==> src/rtl/mem_arbiter_if.sv <==
// Request/response bundle shared by the three requesters (uc, dc, ic)
// and the downstream memory bus of mem_arbiter.
// slave  : the arbiter's view
// master : the environment's view (requesters plus memory)
interface mem_arbiter_if;
  // uncached MMIO requester
  logic [63:0] uc_addr;
  logic [63:0] uc_data;
  logic [7:0]  uc_mask;
  logic        uc_we;
  logic        uc_re;
  logic [63:0] uc_rdata;
  logic        uc_finish;
  // dcache refill / writeback requester
  logic [63:0] dc_addr;
  logic [63:0] dc_data;
  logic [7:0]  dc_mask;
  logic        dc_we;
  logic        dc_re;
  logic [63:0] dc_rdata;
  logic        dc_finish;
  // icache refill requester (read-only)
  logic [63:0] ic_addr;
  logic        ic_re;
  logic [63:0] ic_rdata;
  logic        ic_finish;
  // shared downstream bus
  logic [63:0] bus_addr;
  logic [63:0] bus_wdata;
  logic [7:0]  bus_wmask;
  logic        bus_we;
  logic        bus_re;
  logic [63:0] bus_rdata;
  logic        bus_finish;

  modport slave (
    input  uc_addr, uc_data, uc_mask, uc_we, uc_re,
    output uc_rdata, uc_finish,
    input  dc_addr, dc_data, dc_mask, dc_we, dc_re,
    output dc_rdata, dc_finish,
    input  ic_addr, ic_re,
    output ic_rdata, ic_finish,
    output bus_addr, bus_wdata, bus_wmask, bus_we, bus_re,
    input  bus_rdata, bus_finish
  );

  modport master (
    output uc_addr, uc_data, uc_mask, uc_we, uc_re,
    input  uc_rdata, uc_finish,
    output dc_addr, dc_data, dc_mask, dc_we, dc_re,
    input  dc_rdata, dc_finish,
    output ic_addr, ic_re,
    input  ic_rdata, ic_finish,
    input  bus_addr, bus_wdata, bus_wmask, bus_we, bus_re,
    output bus_rdata, bus_finish
  );
endinterface

==> src/rtl/mem_arbiter.sv <==
// Three-way memory arbiter: uc, dc and ic share one downstream bus.
// One transaction at a time: IDLE (arbitrate and latch) -> BUSY (drive bus
// until bus_finish) -> RESP (one-cycle finish pulse) -> IDLE.
// Build option: define ysyx22040228_ARB_RR_EN for round-robin arbitration
// (uc -> dc -> ic -> uc, last winner lowest); otherwise fixed uc > dc > ic.
module mem_arbiter (
  input  logic          clk,
  input  logic          rst_n,
  mem_arbiter_if.slave  arb
);
  typedef enum logic [1:0] {S_IDLE = 2'd0, S_BUSY = 2'd1, S_RESP = 2'd2} state_t;

  localparam logic [1:0] ID_UC = 2'd0;
  localparam logic [1:0] ID_DC = 2'd1;
  localparam logic [1:0] ID_IC = 2'd2;

  state_t      r_state, w_next;
  logic [1:0]  r_gnt, w_win;
  logic [2:0]  w_pend;
  logic [63:0] r_addr, r_data;
  logic [7:0]  r_mask;
  logic        r_we, r_re;
  logic [63:0] r_uc_rdata, r_dc_rdata, r_ic_rdata;

  logic [63:0] w_sel_addr, w_sel_data;
  logic [7:0]  w_sel_mask;
  logic        w_sel_we, w_sel_re;

  logic [63:0] w_bus_addr, w_bus_wdata;
  logic [7:0]  w_bus_wmask;
  logic        w_bus_we, w_bus_re;
  logic        w_fin_uc, w_fin_dc, w_fin_ic;

  assign w_pend = {arb.ic_re, arb.dc_we | arb.dc_re, arb.uc_we | arb.uc_re};

`ifdef ysyx22040228_ARB_RR_EN
  // r_ptr names the requester with the highest priority for the next grant
  logic [1:0] r_ptr;

  function automatic logic [1:0] rr_idx(input logic [1:0] p, input int k);
    logic [2:0] s;
    s = {1'b0, p} + 3'(k);
    return (s >= 3'd3) ? 2'(s - 3'd3) : s[1:0];
  endfunction

  // search from r_ptr upward (mod 3); the first pending requester wins
  always_comb begin
    w_win = ID_UC;
    for (int k = 2; k >= 0; k--) begin
      if (w_pend[rr_idx(r_ptr, k)]) w_win = rr_idx(r_ptr, k);
    end
  end

  // after a grant, the winner's successor becomes highest priority
  always_ff @(posedge clk) begin
    if (!rst_n)                                r_ptr <= ID_UC;
    else if (r_state == S_IDLE && |w_pend)     r_ptr <= (w_win == ID_IC) ? ID_UC : w_win + 2'd1;
  end
`else
  // fixed priority uc > dc > ic
  always_comb begin
    w_win = ID_UC;
    if      (w_pend[0]) w_win = ID_UC;
    else if (w_pend[1]) w_win = ID_DC;
    else                w_win = ID_IC;
  end
`endif

  // request fields of the arbitration winner
  always_comb begin
    w_sel_addr = '0;
    w_sel_data = '0;
    w_sel_mask = '0;
    w_sel_we   = 1'b0;
    w_sel_re   = 1'b0;
    case (w_win)
      ID_UC: begin
        w_sel_addr = arb.uc_addr; w_sel_data = arb.uc_data; w_sel_mask = arb.uc_mask;
        w_sel_we   = arb.uc_we;   w_sel_re   = arb.uc_re;
      end
      ID_DC: begin
        w_sel_addr = arb.dc_addr; w_sel_data = arb.dc_data; w_sel_mask = arb.dc_mask;
        w_sel_we   = arb.dc_we;   w_sel_re   = arb.dc_re;
      end
      default: begin
        w_sel_addr = arb.ic_addr;
        w_sel_re   = arb.ic_re;
      end
    endcase
  end

  // state register
  always_ff @(posedge clk) begin
    if (!rst_n) r_state <= S_IDLE;
    else        r_state <= w_next;
  end

  // next state and bus / finish outputs
  always_comb begin
    w_next      = r_state;
    w_bus_addr  = '0;
    w_bus_wdata = '0;
    w_bus_wmask = '0;
    w_bus_we    = 1'b0;
    w_bus_re    = 1'b0;
    w_fin_uc    = 1'b0;
    w_fin_dc    = 1'b0;
    w_fin_ic    = 1'b0;
    case (r_state)
      S_IDLE: if (|w_pend) w_next = S_BUSY;
      S_BUSY: begin
        w_bus_addr  = r_addr;
        w_bus_wdata = r_data;
        w_bus_wmask = r_mask;
        w_bus_we    = r_we;
        w_bus_re    = r_re;
        if (arb.bus_finish) w_next = S_RESP;
      end
      S_RESP: begin
        w_fin_uc = (r_gnt == ID_UC);
        w_fin_dc = (r_gnt == ID_DC);
        w_fin_ic = (r_gnt == ID_IC);
        w_next   = S_IDLE;
      end
      default: w_next = S_IDLE;
    endcase
  end

  // latch the winner in IDLE; capture read data into the granted port on completion.
  // we+re together is a write, so re is masked off at latch time.
  always_ff @(posedge clk) begin
    if (!rst_n) begin
      r_gnt      <= ID_UC;
      r_addr     <= '0;
      r_data     <= '0;
      r_mask     <= '0;
      r_we       <= 1'b0;
      r_re       <= 1'b0;
      r_uc_rdata <= '0;
      r_dc_rdata <= '0;
      r_ic_rdata <= '0;
    end else begin
      if (r_state == S_IDLE && |w_pend) begin
        r_gnt  <= w_win;
        r_addr <= w_sel_addr;
        r_data <= w_sel_data;
        r_mask <= w_sel_mask;
        r_we   <= w_sel_we;
        r_re   <= w_sel_re & ~w_sel_we;
      end
      if (r_state == S_BUSY && arb.bus_finish) begin
        case (r_gnt)
          ID_UC:   r_uc_rdata <= arb.bus_rdata;
          ID_DC:   r_dc_rdata <= arb.bus_rdata;
          default: r_ic_rdata <= arb.bus_rdata;
        endcase
      end
    end
  end

  // every output is forced low while reset is asserted
  assign arb.bus_addr  = rst_n ? w_bus_addr  : '0;
  assign arb.bus_wdata = rst_n ? w_bus_wdata : '0;
  assign arb.bus_wmask = rst_n ? w_bus_wmask : '0;
  assign arb.bus_we    = rst_n & w_bus_we;
  assign arb.bus_re    = rst_n & w_bus_re;
  assign arb.uc_finish = rst_n & w_fin_uc;
  assign arb.dc_finish = rst_n & w_fin_dc;
  assign arb.ic_finish = rst_n & w_fin_ic;
  assign arb.uc_rdata  = rst_n ? r_uc_rdata : '0;
  assign arb.dc_rdata  = rst_n ? r_dc_rdata : '0;
  assign arb.ic_rdata  = rst_n ? r_ic_rdata : '0;
endmodule

==> src/flat_wrapper.sv <==
// flat-port wrapper written by rule: the top's interface ports become plain ports
module mem_arbiter_flat 
  (clk, rst_n, arb_uc_addr, arb_uc_data, arb_uc_mask, arb_uc_we, arb_uc_re, arb_uc_rdata, arb_uc_finish, arb_dc_addr, arb_dc_data, arb_dc_mask, arb_dc_we, arb_dc_re, arb_dc_rdata, arb_dc_finish, arb_ic_addr, arb_ic_re, arb_ic_rdata, arb_ic_finish, arb_bus_addr, arb_bus_wdata, arb_bus_wmask, arb_bus_we, arb_bus_re, arb_bus_rdata, arb_bus_finish);
  mem_arbiter_if arb_i ();
  input  logic clk;
  input  logic rst_n;
  input wire logic [$bits(arb_i.uc_addr)-1:0] arb_uc_addr;
  input wire logic [$bits(arb_i.uc_data)-1:0] arb_uc_data;
  input wire logic [$bits(arb_i.uc_mask)-1:0] arb_uc_mask;
  input wire logic [$bits(arb_i.uc_we)-1:0] arb_uc_we;
  input wire logic [$bits(arb_i.uc_re)-1:0] arb_uc_re;
  output wire logic [$bits(arb_i.uc_rdata)-1:0] arb_uc_rdata;
  output wire logic [$bits(arb_i.uc_finish)-1:0] arb_uc_finish;
  input wire logic [$bits(arb_i.dc_addr)-1:0] arb_dc_addr;
  input wire logic [$bits(arb_i.dc_data)-1:0] arb_dc_data;
  input wire logic [$bits(arb_i.dc_mask)-1:0] arb_dc_mask;
  input wire logic [$bits(arb_i.dc_we)-1:0] arb_dc_we;
  input wire logic [$bits(arb_i.dc_re)-1:0] arb_dc_re;
  output wire logic [$bits(arb_i.dc_rdata)-1:0] arb_dc_rdata;
  output wire logic [$bits(arb_i.dc_finish)-1:0] arb_dc_finish;
  input wire logic [$bits(arb_i.ic_addr)-1:0] arb_ic_addr;
  input wire logic [$bits(arb_i.ic_re)-1:0] arb_ic_re;
  output wire logic [$bits(arb_i.ic_rdata)-1:0] arb_ic_rdata;
  output wire logic [$bits(arb_i.ic_finish)-1:0] arb_ic_finish;
  output wire logic [$bits(arb_i.bus_addr)-1:0] arb_bus_addr;
  output wire logic [$bits(arb_i.bus_wdata)-1:0] arb_bus_wdata;
  output wire logic [$bits(arb_i.bus_wmask)-1:0] arb_bus_wmask;
  output wire logic [$bits(arb_i.bus_we)-1:0] arb_bus_we;
  output wire logic [$bits(arb_i.bus_re)-1:0] arb_bus_re;
  input wire logic [$bits(arb_i.bus_rdata)-1:0] arb_bus_rdata;
  input wire logic [$bits(arb_i.bus_finish)-1:0] arb_bus_finish;
  assign arb_i.uc_addr = arb_uc_addr;
  assign arb_i.uc_data = arb_uc_data;
  assign arb_i.uc_mask = arb_uc_mask;
  assign arb_i.uc_we = arb_uc_we;
  assign arb_i.uc_re = arb_uc_re;
  assign arb_uc_rdata = arb_i.uc_rdata;
  assign arb_uc_finish = arb_i.uc_finish;
  assign arb_i.dc_addr = arb_dc_addr;
  assign arb_i.dc_data = arb_dc_data;
  assign arb_i.dc_mask = arb_dc_mask;
  assign arb_i.dc_we = arb_dc_we;
  assign arb_i.dc_re = arb_dc_re;
  assign arb_dc_rdata = arb_i.dc_rdata;
  assign arb_dc_finish = arb_i.dc_finish;
  assign arb_i.ic_addr = arb_ic_addr;
  assign arb_i.ic_re = arb_ic_re;
  assign arb_ic_rdata = arb_i.ic_rdata;
  assign arb_ic_finish = arb_i.ic_finish;
  assign arb_bus_addr = arb_i.bus_addr;
  assign arb_bus_wdata = arb_i.bus_wdata;
  assign arb_bus_wmask = arb_i.bus_wmask;
  assign arb_bus_we = arb_i.bus_we;
  assign arb_bus_re = arb_i.bus_re;
  assign arb_i.bus_rdata = arb_bus_rdata;
  assign arb_i.bus_finish = arb_bus_finish;
  mem_arbiter u_core (.clk(clk), .rst_n(rst_n), .arb(arb_i));
endmodule
==> config.mk <==
export PLATFORM = sky130hd
export DESIGN_NAME = mem_arbiter_flat
export DESIGN_NICKNAME = d
export VERILOG_FILES = /design/src/rtl/mem_arbiter_if.sv /design/src/rtl/mem_arbiter.sv /design/src/flat_wrapper.sv
export SDC_FILE = /design/constraint.sdc
export NUM_CORES = 1
export LEC_CHECK = 0
export BUFFER_PORTS_ARGS = -buffer_cell sky130_fd_sc_hd__buf_2
export CAP_MARGIN = 10
export CORE_AREA = 3 3 283 285
export DETAILED_ROUTE_END_ITERATION = 16
export DIE_AREA = 0 0 286 288
export PLACE_DENSITY = 0.45
export SYNTH_ARGS = -nofsm -noshare
export SYNTH_HDL_FRONTEND = slang
export SYNTH_SLANG_ARGS = --single-unit
export TNS_END_PERCENT = 20
==> constraint.sdc <==
create_clock -name clk -period 4 [get_ports clk]
set_input_delay 1.2 -clock clk [delete_from_list [all_inputs] [get_ports clk]]
set_output_delay 1.2 -clock clk [all_outputs]
set_load 0.01 [all_outputs]
==> flow_summary.toml <==
[run_status]
status = "completed"

[cts]
clock_latency_ns = 0.57
holdBufCountCts = 0
cts_setup_buffers = 0
cts_tree = "done"
clockRootBuffer = "clkbuf_16"
cts.htree.levels = 2
cts_resized = 0
clk_path_buf_depth = 3
cts_made_buffers = 44
clk_pin_slew_worst_paths_ns = 0.06
clkSinkCount = 334

[detailed_routing]
wl_per_cell_um = 19.9
first_iter_violations = 714
ant_nets = 0
route.vias.total = 16000
firstDrtPassIters = 5
viasPerCell = 4.37
wirelength_um = 73000
drc = 0

[synthesis]
syn-cell-area_um2 = 16000
synthTopCellsByArea = "dfxtp_1 (42%), mux2i_1 (8.1%), and2_1 (7.9%)"
synthesis.nets = 2339
synth.avg_cell_area_um2 = 8.28
synth-seq-area-share_pct = 41.8
syn_inst = 1931
netlist-cell-type-count = 41
yosys_warnings = 0
ys_ff_latch = 334
synth_top_area_share_pct = 41.8
yosys.area.top_type = "dfxtp_1"

[grt]
grt_max_degree = 117
gr-usage-all-layers_pct = 16.6
gr-total-overflow = 0
antenna_found_initial = 45
grt_pass1_vias = 15700
grt_first_pass_wirelength_um = 104000

[final_layout]
syn_to_final_growth_pct = 38.5
fin_area_um2 = 22100
fin_nets = 2984
drive_gt1_share_pct = 32.9

[placed_design]
dp_hpwl_um = 52600
finalWeightedCongestion = 0.871
io_buffer_count = 740
place_area_um2 = 20700

[sta]
setup_tns_ns = 0
min_period_ns = 3.66
worst_pin_slew_ns = 1.01
whs_ns = 0.446
fmax_ghz = 0.273
rsz0062_at_grt = "no"
slew_viol_final = 0
relSlewSlack_pct = 32.7
hold_viol_final = 0
finalSetupViolCount = 0
fin_skew_ns = 0.0155
post-route-period-util_pct = 91.5

[power_and_ir_drop]
peakVddDrop_mv = 0.216
p_leak_uw = 0.0111
fin_total_pwr_uw = 8700
pwr_density_cell_nw_per_um2 = 393

[flow_run]
drv_cap = 0

[floorplanning]
die_h_um = 288
coreArea_um2 = 77600
start_util_pct = 20.6
die_x_um = 286
die_area_um2 = 82400
rows = 102
ios = 741

[setup_path]
startpoint_type = "input port"
path_class = "in -> out"
crit_fanout = 116
cp.required_ns = 2.80
cp.arrival_ns = 2.46
end_kind = "primary output"

[worst_hold_path]
hold_class = "reg -> reg"
==> cell usage in the layout, fill, tap and decap left out, types with 4 or more instances in the layout <==
cell type	count
and2_1	203
buf_12	13
nor3b_1	67
mux2i_1	130
clkbuf_8	13
o32ai_1	64
buf_2	737
nand2_1	322
clkinv_2	5
buf_4	25
diode_2	19
dfxtp_1	334
nor3_1	4
inv_1	193
o21a_1	74
a21oi_1	66
clkbuf_16	45
a211oi_1	64
o2bb2ai_1	72
a31oi_1	72
nor2_1	65
clkbuf_1	12
==> through the flow <==
stage               util, %  cells  setup WS, ns
global route           28.5   3657         0.290
detailed placement     26.6   3570         0.389
CTS                    28.5   3649         0.379
floorplan                 -   1931         0.550
finish                 28.5   3668         0.339
global placement       26.6   3570         0.419
==> flip-flops by register name (all words and copies together) (netlist names) <==
register	count
u_core.r_addr	64
u_core.r_data	64
u_core.r_dc_rdata	64
u_core.r_gnt	2
u_core.r_ic_rdata	64
u_core.r_mask	8
u_core.r_re	1
u_core.r_state	2
u_core.r_uc_rdata	64
u_core.r_we	1
==> cell type report <==
type                       instances  area [um^2]
fill                            8708        55400
clock inverter                     9         91.3
tap                             1040         1300
inverter                         194          728
clock buffer                      70         1350
sequential                       334         6690
multi-input combinational       1226         7800
antenna                           19         47.5
timing repair buffer             776         4150
==> path summary, 6_finish.rpt <==
path                                                          from                            endpoint  slack, ns  cells after the start
worst min register to register  u_core.r_ic_rdata[50]$_SDFFE_PN0P_  u_core.r_ic_rdata[50]$_SDFFE_PN0P_       0.45                      2
worst max-delay path                                         rst_n                   arb_bus_wdata[16]       0.34                      6
worst min-delay path            u_core.r_ic_rdata[50]$_SDFFE_PN0P_  u_core.r_ic_rdata[50]$_SDFFE_PN0P_       0.45                      2
worst max register to register      u_core.r_state[0]$_SDFFE_PN0P_   u_core.r_dc_rdata[1]$_SDFFE_PN0P_       1.67                      4
==> Yosys cell counts <==
library cell  instances
and4b_1               1
a211oi_1             64
a211o_1               1
nor4_1                1
a21oi_2               1
nor2_1               66
o31ai_4               1
nand3b_1              1
nor2b_1               1
buf_12                6
clkinv_1              1
a21oi_1              66
inv_1               193
or4b_4                1
nor3b_1              67
o2bb2ai_1            72
o21a_1               74
dfxtp_1             334
o31ai_2               1
o41ai_1               1
o31ai_1               1
nand3_1               1
o21ai_0               1
o21bai_1              1
nand2_1             322
nand2_2               1
a31oi_1              72
nand4b_1              1
buf_1                11
nor3_1                4
and2_1              203
mux2i_1             130
buf_6                 2
clkbuf_1            129
buf_4                 2
buf_2                27
nor3b_2               2
o21ai_2               1
o32ai_1              64
or2_1                 2
a21o_1                1
==> layer usage <==
| metal | up-vias | track usage [%] | wire length (um) |
|---|---|---|---|
| met5 | - | 0 | 107 |
| li1 | 7828 | - | - |
| met4 | 16 | 5.00 | 2110 |
| met2 | 577 | 28.1 | 34700 |
| met3 | 123 | 4.95 | 5650 |
| met1 | 7497 | 20.3 | 30400 |
==> report_power, final <==
group	switching, uW	internal, uW
combinational	644	472
sequential	117	3510
clock	1590	2370
==> cells by family after synthesis <==
group                  after synthesis  share of synthesized area [%]
buffers and inverters              371                           9.67
AOI/OAI and AO/OA                  422                           19.4
muxes                              130                           8.14
DFF                                334                           41.8
and+or+nand+nor                    674                           21.0
==> worst max-delay path, stage by stage <==
cell	delay [ns]
buf_6	0.10
inv_2	0.05
nor3b_4	0.24
buf_12	0.33
and2_1	0.23
buf_2	0.14
Note: power is estimated with default switching activity, not from simulation.
